## src/rtl/bht_sram_ctrl_pkg.sv

```systemverilog
`default_nettype none
// ============================================================================
// Module   : bht_pkg
// Purpose  : Shared constants, FSM state type and counter-update helper for
//            the branch history table SRAM controller.
// Contents : DEPTH / IDX_W / CTR_W / INIT_CTR, bht_state_e, ctr_next()
// Revision : 1.0 - initial release
// ============================================================================
package bht_pkg;

  localparam int DEPTH = 32;
  localparam int IDX_W = 5;
  localparam int CTR_W = 2;
  localparam logic [CTR_W-1:0] INIT_CTR = 2'b01;  // weakly not-taken

  typedef enum logic [1:0] {
    IDLE  = 2'd0,
    INIT  = 2'd1,
    DRAIN = 2'd2,
    RUN   = 2'd3
  } bht_state_e;

  // Two-bit saturating counter step: up on taken, down on not-taken,
  // clamped at both ends.
  function automatic logic [CTR_W-1:0] ctr_next(input logic [CTR_W-1:0] ctr,
                                                 input logic             taken);
    logic [CTR_W-1:0] r;
    r = ctr;
    if (taken) begin
      if (ctr != '1) r = ctr + CTR_W'(1);
    end else begin
      if (ctr != '0) r = ctr - CTR_W'(1);
    end
    return r;
  endfunction

endpackage
`default_nettype wire

```

## src/rtl/bht_sram_ctrl_if.sv

```systemverilog
`default_nettype none
// ============================================================================
// Module   : bht_sram_ctrl_if
// Purpose  : Frontend/ROB-side bundle of the BHT controller: prediction
//            lookup request/response, counter update handshake and the
//            table-initialized flag.
// Modports : master - requester side (frontend + commit)
//            slave  - controller side
// Revision : 1.0 - initial release
// ============================================================================
interface bht_sram_ctrl_if;
  import bht_pkg::*;

  logic             pred_req_valid;
  logic [IDX_W-1:0] pred_req_idx;
  logic             pred_rsp_valid;
  logic [CTR_W-1:0] pred_rsp_ctr;
  logic             pred_rsp_taken;
  logic             upd_valid;
  logic             upd_ready;
  logic [IDX_W-1:0] upd_idx;
  logic             upd_taken;
  logic             init_done;

  modport master (
    output pred_req_valid, pred_req_idx, upd_valid, upd_idx, upd_taken,
    input  pred_rsp_valid, pred_rsp_ctr, pred_rsp_taken, upd_ready, init_done
  );

  modport slave (
    input  pred_req_valid, pred_req_idx, upd_valid, upd_idx, upd_taken,
    output pred_rsp_valid, pred_rsp_ctr, pred_rsp_taken, upd_ready, init_done
  );

endinterface
`default_nettype wire

```

## src/rtl/bht_sram_ctrl.sv

```systemverilog
`default_nettype none
// ============================================================================
// Module   : bht_sram_ctrl
// Purpose  : Controller for the 32 x 2-bit dual-port BHT macro. Sweeps the
//            table to INIT_CTR after reset, serves predictions on port 0 and
//            commit-stage read-modify-write updates on port 1, forwarding the
//            most recent write to reads that would otherwise see stale data.
// Ports    : clk, rst_n      - clock, asynchronous active-low reset
//            bus (slave)     - prediction / update / init_done bundle
//            sram_*0         - macro port 0 controls and read data
//            sram_*1         - macro port 1 controls and read data
// Revision : 1.0 - initial release
// ============================================================================
module bht_sram_ctrl
  import bht_pkg::*;
(
  input  wire              clk,
  input  wire              rst_n,
  bht_sram_ctrl_if.slave   bus,
  output logic             sram_csb0,
  output logic             sram_web0,
  output logic [IDX_W-1:0] sram_addr0,
  output logic [CTR_W-1:0] sram_din0,
  input  wire  [CTR_W-1:0] sram_dout0,
  output logic             sram_csb1,
  output logic             sram_web1,
  output logic [IDX_W-1:0] sram_addr1,
  output logic [CTR_W-1:0] sram_din1,
  input  wire  [CTR_W-1:0] sram_dout1
);

  localparam logic [IDX_W-1:0] LAST_IDX = IDX_W'(DEPTH - 1);

  bht_state_e       state;
  bht_state_e       state_nxt;
  logic [IDX_W-1:0] init_cnt;

  // Update pipeline stage U1 (write-back pending)
  logic             u1_valid;
  logic [IDX_W-1:0] u1_idx;
  logic             u1_taken;

  // Prediction read in flight (response next cycle)
  logic             p_valid;
  logic [IDX_W-1:0] p_idx;

  // Last port 1 write, used to bypass the macro's write-to-read latency
  logic             wb_valid;
  logic [IDX_W-1:0] wb_idx;
  logic [CTR_W-1:0] wb_val;

  logic             p1_wr;
  logic             upd_fire;
  logic [CTR_W-1:0] u1_old;
  logic [CTR_W-1:0] u1_new;
  logic [CTR_W-1:0] pred_ctr;

  // --------------------------------------------------------------------------
  // State register
  // --------------------------------------------------------------------------
  always_ff @(posedge clk or negedge rst_n) begin
    if (!rst_n) state <= IDLE;
    else        state <= state_nxt;
  end

  // --------------------------------------------------------------------------
  // Next state and macro controls
  // --------------------------------------------------------------------------
  always_comb begin
    state_nxt  = state;
    sram_csb0  = 1'b1;
    sram_web0  = 1'b1;
    sram_addr0 = '0;
    sram_din0  = '0;
    sram_csb1  = 1'b1;
    sram_web1  = 1'b1;
    sram_addr1 = '0;
    sram_din1  = '0;
    p1_wr      = 1'b0;
    upd_fire   = 1'b0;

    case (state)
      IDLE: state_nxt = INIT;

      INIT: begin
        sram_csb1  = 1'b0;
        sram_web1  = 1'b0;
        sram_addr1 = init_cnt;
        sram_din1  = INIT_CTR;
        p1_wr      = 1'b1;
        if (init_cnt == LAST_IDX) state_nxt = DRAIN;
      end

      DRAIN: state_nxt = RUN;

      RUN: begin
        if (bus.pred_req_valid) begin
          sram_csb0  = 1'b0;
          sram_addr0 = bus.pred_req_idx;
        end
        // A pending write-back owns port 1; a new update is only accepted
        // when the port is free, which is exactly what upd_ready advertises.
        if (u1_valid) begin
          sram_csb1  = 1'b0;
          sram_web1  = 1'b0;
          sram_addr1 = u1_idx;
          sram_din1  = u1_new;
          p1_wr      = 1'b1;
        end else if (bus.upd_valid) begin
          upd_fire   = 1'b1;
          sram_csb1  = 1'b0;
          sram_addr1 = bus.upd_idx;
        end
      end

      default: state_nxt = IDLE;
    endcase
  end

  // --------------------------------------------------------------------------
  // Datapath registers
  // --------------------------------------------------------------------------
  always_ff @(posedge clk or negedge rst_n) begin
    if (!rst_n) begin
      init_cnt <= '0;
      u1_valid <= 1'b0;
      u1_idx   <= '0;
      u1_taken <= 1'b0;
      p_valid  <= 1'b0;
      p_idx    <= '0;
      wb_valid <= 1'b0;
      wb_idx   <= '0;
      wb_val   <= '0;
    end else begin
      init_cnt <= (state == INIT) ? init_cnt + IDX_W'(1) : '0;

      u1_valid <= upd_fire;
      if (upd_fire) begin
        u1_idx   <= bus.upd_idx;
        u1_taken <= bus.upd_taken;
      end

      p_valid <= (state == RUN) && bus.pred_req_valid;
      if ((state == RUN) && bus.pred_req_valid) p_idx <= bus.pred_req_idx;

      wb_valid <= p1_wr;
      if (p1_wr) begin
        wb_idx <= sram_addr1;
        wb_val <= sram_din1;
      end
    end
  end

  // --------------------------------------------------------------------------
  // Read-data resolution with write-back bypass
  // --------------------------------------------------------------------------
  always_comb begin
    u1_old = (wb_valid && (wb_idx == u1_idx)) ? wb_val : sram_dout1;
    u1_new = ctr_next(u1_old, u1_taken);
    pred_ctr = '0;
    if (p_valid) pred_ctr = (wb_valid && (wb_idx == p_idx)) ? wb_val : sram_dout0;
  end

  assign bus.pred_rsp_valid = p_valid;
  assign bus.pred_rsp_ctr   = pred_ctr;
  assign bus.pred_rsp_taken = pred_ctr[CTR_W-1];
  assign bus.upd_ready      = (state == RUN) && !u1_valid;
  assign bus.init_done      = (state == RUN);

endmodule
`default_nettype wire

```

## src/flat_wrapper.sv

```systemverilog
// flat-port wrapper written by rule: the top's interface ports become plain ports
module bht_sram_ctrl_flat import bht_pkg::*;
  (clk, rst_n, sram_csb0, sram_web0, sram_addr0, sram_din0, sram_dout0, sram_csb1, sram_web1, sram_addr1, sram_din1, sram_dout1, bus_pred_req_valid, bus_pred_req_idx, bus_upd_valid, bus_upd_idx, bus_upd_taken, bus_pred_rsp_valid, bus_pred_rsp_ctr, bus_pred_rsp_taken, bus_upd_ready, bus_init_done);
  bht_sram_ctrl_if bus_i ();
  input  wire clk;
  input  wire rst_n;
  output logic sram_csb0;
  output logic sram_web0;
  output logic [IDX_W-1:0] sram_addr0;
  output logic [CTR_W-1:0] sram_din0;
  input  wire  [CTR_W-1:0] sram_dout0;
  output logic sram_csb1;
  output logic sram_web1;
  output logic [IDX_W-1:0] sram_addr1;
  output logic [CTR_W-1:0] sram_din1;
  input  wire  [CTR_W-1:0] sram_dout1;
  input wire logic [$bits(bus_i.pred_req_valid)-1:0] bus_pred_req_valid;
  input wire logic [$bits(bus_i.pred_req_idx)-1:0] bus_pred_req_idx;
  input wire logic [$bits(bus_i.upd_valid)-1:0] bus_upd_valid;
  input wire logic [$bits(bus_i.upd_idx)-1:0] bus_upd_idx;
  input wire logic [$bits(bus_i.upd_taken)-1:0] bus_upd_taken;
  output wire logic [$bits(bus_i.pred_rsp_valid)-1:0] bus_pred_rsp_valid;
  output wire logic [$bits(bus_i.pred_rsp_ctr)-1:0] bus_pred_rsp_ctr;
  output wire logic [$bits(bus_i.pred_rsp_taken)-1:0] bus_pred_rsp_taken;
  output wire logic [$bits(bus_i.upd_ready)-1:0] bus_upd_ready;
  output wire logic [$bits(bus_i.init_done)-1:0] bus_init_done;
  assign bus_i.pred_req_valid = bus_pred_req_valid;
  assign bus_i.pred_req_idx = bus_pred_req_idx;
  assign bus_i.upd_valid = bus_upd_valid;
  assign bus_i.upd_idx = bus_upd_idx;
  assign bus_i.upd_taken = bus_upd_taken;
  assign bus_pred_rsp_valid = bus_i.pred_rsp_valid;
  assign bus_pred_rsp_ctr = bus_i.pred_rsp_ctr;
  assign bus_pred_rsp_taken = bus_i.pred_rsp_taken;
  assign bus_upd_ready = bus_i.upd_ready;
  assign bus_init_done = bus_i.init_done;
  bht_sram_ctrl u_core (.clk(clk), .rst_n(rst_n), .bus(bus_i), .sram_csb0(sram_csb0), .sram_web0(sram_web0), .sram_addr0(sram_addr0), .sram_din0(sram_din0), .sram_dout0(sram_dout0), .sram_csb1(sram_csb1), .sram_web1(sram_web1), .sram_addr1(sram_addr1), .sram_din1(sram_din1), .sram_dout1(sram_dout1));
endmodule
```

## config.mk

```make
export PLATFORM = sky130hd
export DESIGN_NAME = bht_sram_ctrl_flat
export DESIGN_NICKNAME = d
export VERILOG_FILES = /design/src/rtl/bht_sram_ctrl_pkg.sv /design/src/rtl/bht_sram_ctrl_if.sv /design/src/rtl/bht_sram_ctrl.sv /design/src/flat_wrapper.sv
export SDC_FILE = /design/constraint.sdc
export NUM_CORES = 1
export LEC_CHECK = 0
export CAP_MARGIN = 0
export CORE_MARGIN = 10
export CORE_UTILIZATION = 50
export CTS_BUF_LIST = sky130_fd_sc_hd__clkbuf_8
export DETAILED_ROUTE_END_ITERATION = 8
export GPL_TIMING_DRIVEN = 0
export PLACE_DENSITY = 0.88
export SLEW_MARGIN = 20
export SYNTH_ARGS = -nofsm -noshare
export SYNTH_HDL_FRONTEND = slang
export SYNTH_SLANG_ARGS = --single-unit
```

## constraint.sdc

```tcl
create_clock -name clk -period 1.7 [get_ports clk]
set_input_delay 0.255 -clock clk [delete_from_list [all_inputs] [get_ports clk]]
set_output_delay 0.255 -clock clk [all_outputs]
set_load 0.01 [all_outputs]
```

# Yosys cells after proc, flatten, opt, wreduce, memory -nomap -nowiden
# Index checks and enable logic that the tools add are counted.
[totals] regBits=28 latch_bits=0 ramBits=0 mem_bits_ro=0 out_inout_bits=24 word_cells=58 mem_count=0
[classes] add_sub_neg=3 multipliers=0 div=0 n_lt_le_gt_ge=0 eq_ne=8 shift=0 muxes=28 n_bitwise=0 reduce_logical=9
[ops] op="two-way mux 5 bit" n=5
[ops] op="two-way mux 2 bit" n=8
[ops] op="== test 5 bit" n=2
[ops] op="one-hot mux 5 bit (2 select lines)" n=1
[ops] op="two-way mux 1 bit" n=9
[ops] op="one-hot mux 1 bit (2 select lines)" n=3
[ops] op="one-hot mux 2 bit (3 select lines)" n=1
[ops] op="adder 5 x 1 -> 5 bit (second input constant)" n=1
[ops] op="== test 5 bit (second input constant)" n=1
[ops] op="== test 2 bit (second input constant)" n=2
[ops] op="logical AND 1 bit" n=4
[ops] op="one-hot mux 2 bit (2 select lines)" n=1
[ops] op="nonzero test 3 bit" n=1
[ops] op="adder 2 x 1 -> 2 bit (second input constant)" n=1
[ops] op="== test 2 x 1 -> 1 bit (second input constant)" n=1
[ops] op="logical NOT 2 bit" n=1
[ops] op="inequality test 2 x 1 -> 1 bit (second input constant)" n=1
[ops] op="inequality test 2 bit (second input constant)" n=1
[ops] op="AND reduction 2 bit" n=1
[ops] op="nonzero test 2 bit" n=1
[ops] op="subtractor 2 x 1 -> 2 bit (second input constant)" n=1
[ops] op="logical NOT 1 bit" n=1

# Longest topological paths before layout
[depth] ltp_word=8 ltp_mapped=7 depth_no_buf=7

# Worst setup path after synthesis
# No wires, ideal clock.
[synth_timing] path_kind="reg-to-reg" startpoint="register u_core.state[0]" endpoint="register u_core.wb_idx[0]" setup_ns=0.125 arrival_time_ns=1.522 t_required_ns=1.575 slack_ns=0.053 stages_incl_launch_ff=7 path_buffers=1 cell_sequence="dfrtp_1 > ha_1 > and2_1 > buf_6 > a22oi_2 > nand2_1 > mux2_4"
[synth_via] elab_chain_len=2 elab_cells_between_ends=4 classes_between="2 x eq/ne; 2 x mux"
[synth_rtl] item="from (decl)" line_no="bht_sram_ctrl.sv:34" source="bht_state_e state;"
[synth_rtl] item="from (signal assigned)" line_no="bht_sram_ctrl.sv:63" source="else state <= state_nxt;"
[synth_rtl] item="== test 2 bit"
[synth_rtl] item="net bus_init_done" line_no="flat_wrapper.sv:26" source="output wire logic [$bits(bus_i.init_done)-1:0] bus_init_done;"
[synth_rtl] item="one-hot mux 5 bit (2 select lines)" line_no="bht_sram_ctrl.sv:82" source="case (state)"
[synth_rtl] item="net sram_addr1[0]" line_no="flat_wrapper.sv:14" source="output logic [IDX_W-1:0] sram_addr1;"
[synth_rtl] item="to (signal assigned)" line_no="bht_sram_ctrl.sv:148" source="wb_idx <= sram_addr1;"
[synth_rtl] item="to (decl)" line_no="bht_sram_ctrl.sv:49" source="logic [IDX_W-1:0] wb_idx;"
# The timed path passes the listed nets, and every way through them passes these cells.
# A chain may end at the register's enable or synchronous reset.

# Worst setup path in the final report
[layout_timing] startpoint="register u_core.wb_idx[3]" endpoint="output port sram_din1[0]"
[layout_via] elab_chain_len=8 elab_cells_between_ends=12 classes_between="2 x add/sub; 2 x eq/ne; 6 x mux; 2 x reduce/logical"
[layout_rtl] item="== test 5 bit (*)" line_no="bht_sram_ctrl.sv:158" source="u1_old = (wb_valid && (wb_idx == u1_idx)) ? wb_val : sram_dout1;"
[layout_rtl] item="logical AND 1 bit (*)" line_no="bht_sram_ctrl.sv:158"
[layout_rtl] item="two-way mux 2 bit (*)" line_no="bht_sram_ctrl.sv:158"
[layout_rtl] item="subtractor 2 x 1 -> 2 bit, or another cell as far along" line_no="bht_sram_ctrl_pkg.sv:32" source="if (ctr != '0) r = ctr - CTR_W'(1);"
[layout_rtl] item="two-way mux 2 bit, on equally long branches" line_no="bht_sram_ctrl_pkg.sv:32, bht_sram_ctrl_pkg.sv:30"
[layout_rtl] item="two-way mux 2 bit (*)" line_no="bht_sram_ctrl_pkg.sv:29" source="if (taken) begin"
[layout_rtl] item="two-way mux 2 bit (*)" line_no="bht_sram_ctrl.sv:103" source="if (u1_valid) begin"
[layout_rtl] item="one-hot mux 2 bit (2 select lines) (*)" line_no="bht_sram_ctrl.sv:82"
[layout_rtl] item="to (decl)" line_no="flat_wrapper.sv:15" source="output logic [CTR_W-1:0] sram_din1;"
# Mark *: on every way between the ends. The rest lies on a longest branch, timed or not.

==> metrics <==
DR iter-0 viols=150; origin of the worst setup path=u_core.wb_idx[3]$_DFFE_PN0P_; maximum vdd drop=roughly 0.48 mV; Critical Path RT=1.44 ns; final hold vios=14; outcome=finished with violations; area of the multi-input gates=977 um2; htree depth=1; Final Critical Period=2.07 ns; largest net degree at the start of global routing=29; WS Path Type=reg2out; critical path arrival=1.81 ns; die area=roughly 6000 um2; # port buffers=39; final std cells w/o fill=roughly 280; Vias=roughly 1600; global-route usage over all layers=0.181; register area=between 700 and 800 um2; Num CTS Buffers=3; Clock transition at path regs=around 0.09 ns; Final period util=1.22; Fmax=about 480 MHz; Top Ports=43; syn avg cell area=~10 um2; placed insts=approximately 250; Synth cell types=35; Clk Latency, worst-skew pair=0.28 ns; clk sinks=28; num rows=20; cell count after synthesis=162; RSZ-0062 raised after global routing=yes; DRT Pass-1 Iters=5; initial core utilization=0.526; total power=around 1800 uW; actual slew at the worst max-slew pin=around 0.64 ns; TritonCTS clock tree=yes; Final Net Count=between 200 and 300; relative slew slack=0.572; CTS max path bufs=2; root buffer cell=clkbuf_8; Detailed Route WL=between 5000 and 6000 um; Synth Warn #=0; final hold slack=-0.0172 ns; core area=3080 um2; critical path launch point type=register; worst hold path type=in2async; Clock Skew=~0.0035 ns; DR WL/cell=about 21 um; Routed Antenna Nets=0; Seq cells post-synth=28; failing checks=negative hold slack, negative setup slack; commonest cells after routing, fill and taps aside=nand2_1, dfrtp_1, buf_6; die width=between 70 and 80 um; Worst R2R Setup Slack=-0.12 ns; CP Max Fanout=2; synthesized area=1620 um2; DRC viols=0; synthesis-to-finish area growth=56.2%; Worst Setup End Kind=output port; antenna violations before repair=0; DPL Wire Length=about 3200 um; Layout fillers=approximately 170; diodes inserted=0; Leak=around 0.0013 uW; drt via density=5.71; vias in the first global route=roughly 1600; max-cap check violation count=0; total gr overflow=0; Power per Cell Area=around 710 nW/um2; ratio of cells with drive above 1 in the final layout=0.460; leading cell type in the layout, fill and taps excluded=nand2_1; fin. max-slew vios=0; routability cong.=around 0.9; # setup viols final=15; reg-to-reg startpoint=u_core.state[0]$_DFFE_PN0P_; worst setup margin=-0.367 ns; register area share after synthesis=0.433; chip height=between 70 and 80 um; first-pass GRT wire length=8360 um
[cells in the mapped netlist (all sizes together)]
master  count  area [um2]
o21ai       7        38.8
and2        3        18.8
xnor2      11        96.3
nand4       5        31.3
a21oi       6        30.0
mux2        6        86.3
or3         1        6.26
a22oi       5        71.3
nand2      35         141
nor2b       1        13.8
conb        2        7.51
nand3       3        15.0
a21o        5        37.5
nor2        8        37.5
ha          7        87.6
and3        6        43.8
buf         6        46.3
o211ai      4        30.0
inv         7        28.8
dfrtp      28         701
xor2        1        8.76
and4        2        17.5
clkbuf      1        3.75
clkinv      1        8.76
maj3        1        10.0
[kinds of logic after synthesis]
| group | synth area share |
|---|---|
| buffers and inverters | 0.0541 |
| multiplexers | 0.0534 |
| AND/OR/NAND/NOR | 0.201 |
| other | 0.00464 |
| adder cells (fa/ha/maj) | 0.0603 |
| flip-flops | 0.433 |
| XOR/XNOR | 0.0650 |
| AO/OA/AOI/OAI | 0.128 |
[what timing repair did]
action,CTS,global route
cloned,1,1
endpoints found under the setup margin,26,23
gates resized for setup,113,29
hold buffers,0,0
buffers inserted,21,9
pin swaps,17,17
[registers in the layout (all words and copies together), names as in the netlist]
name / cells
u_core.init_cnt: 5
u_core.p_idx: 5
u_core.u1_idx: 5
u_core.wb_idx: 5
u_core.state: 2
u_core.wb_val: 2
u_core.bus.pred_rsp_valid: 1
u_core.u1_taken: 1
u_core.u1_valid: 1
u_core.wb_valid: 1
[where the power goes]
part,leakage (uW),internal (uW),switching (uW)
Sequential,0.000347,729,84.4
Combinational,0.000882,329,283
Clock,0.0000216,160,205
Total,0.00125,1220,572
[through the flow]
stage | setup WS, ns | instance area (um2) | TNS, ns | utilization
final | -0.367 | 2530 | -2.57 | 0.821
after detailed placement | -0.537 | 2060 | -6.40 | 0.670
after CTS | -0.202 | 2340 | -1.61 | 0.760
after floorplan | 0.0530 | 1620 | 0 | -
after global routing | -0.431 | 2530 | -3.45 | 0.821
after global placement | -0.486 | 2070 | -5.57 | 0.672
[layer usage]
layer / wire length [um] / GRT usage / part of all wire
met1: 2190 / 0.190 / 0.37
met2: 2960 / 0.307 / 0.50
met3: 383 / 0.0478 / 0.065
met4: 333 / 0.130 / 0.057
met5: 0 / 0 / 0
[final cells by class]
type                            count  area share
Multi-Input combinational cell    120       0.387
Inverter                            8      0.0178
Clock buffer                        3      0.0163
Buffer                              7      0.0238
Sequential cell                    28       0.278
Timing Repair Buffer               69       0.255
Tap cell                           44      0.0218
[worst paths after layout]
check / depth (start not counted) / end
hold reg to reg: 1 / u_core.p_idx[4]$_DFFE_PN0P_
setup / recovery: 6 / sram_din1[0]
setup reg to reg: 8 / u_core.wb_idx[1]$_DFFE_PN0P_
min in group clk: 3 / u_core.u1_taken$_DFFE_PN0P_
max in group asynchronous: 1 / u_core.state[1]$_DFFE_PN0P_
hold / removal: 1 / u_core.init_cnt[4]$_DFF_PN0_
[critical path, stage by stage, from the launching register on]
cell and delay, ns:
dfrtp_1 0.42, buf_6 0.14, xnor2_2 0.20, nand4_1 0.20, o211ai_1 0.28, o211ai_1 0.13, buf_2 0.16
No activity file was read; power rests on OpenSTA's default activity.
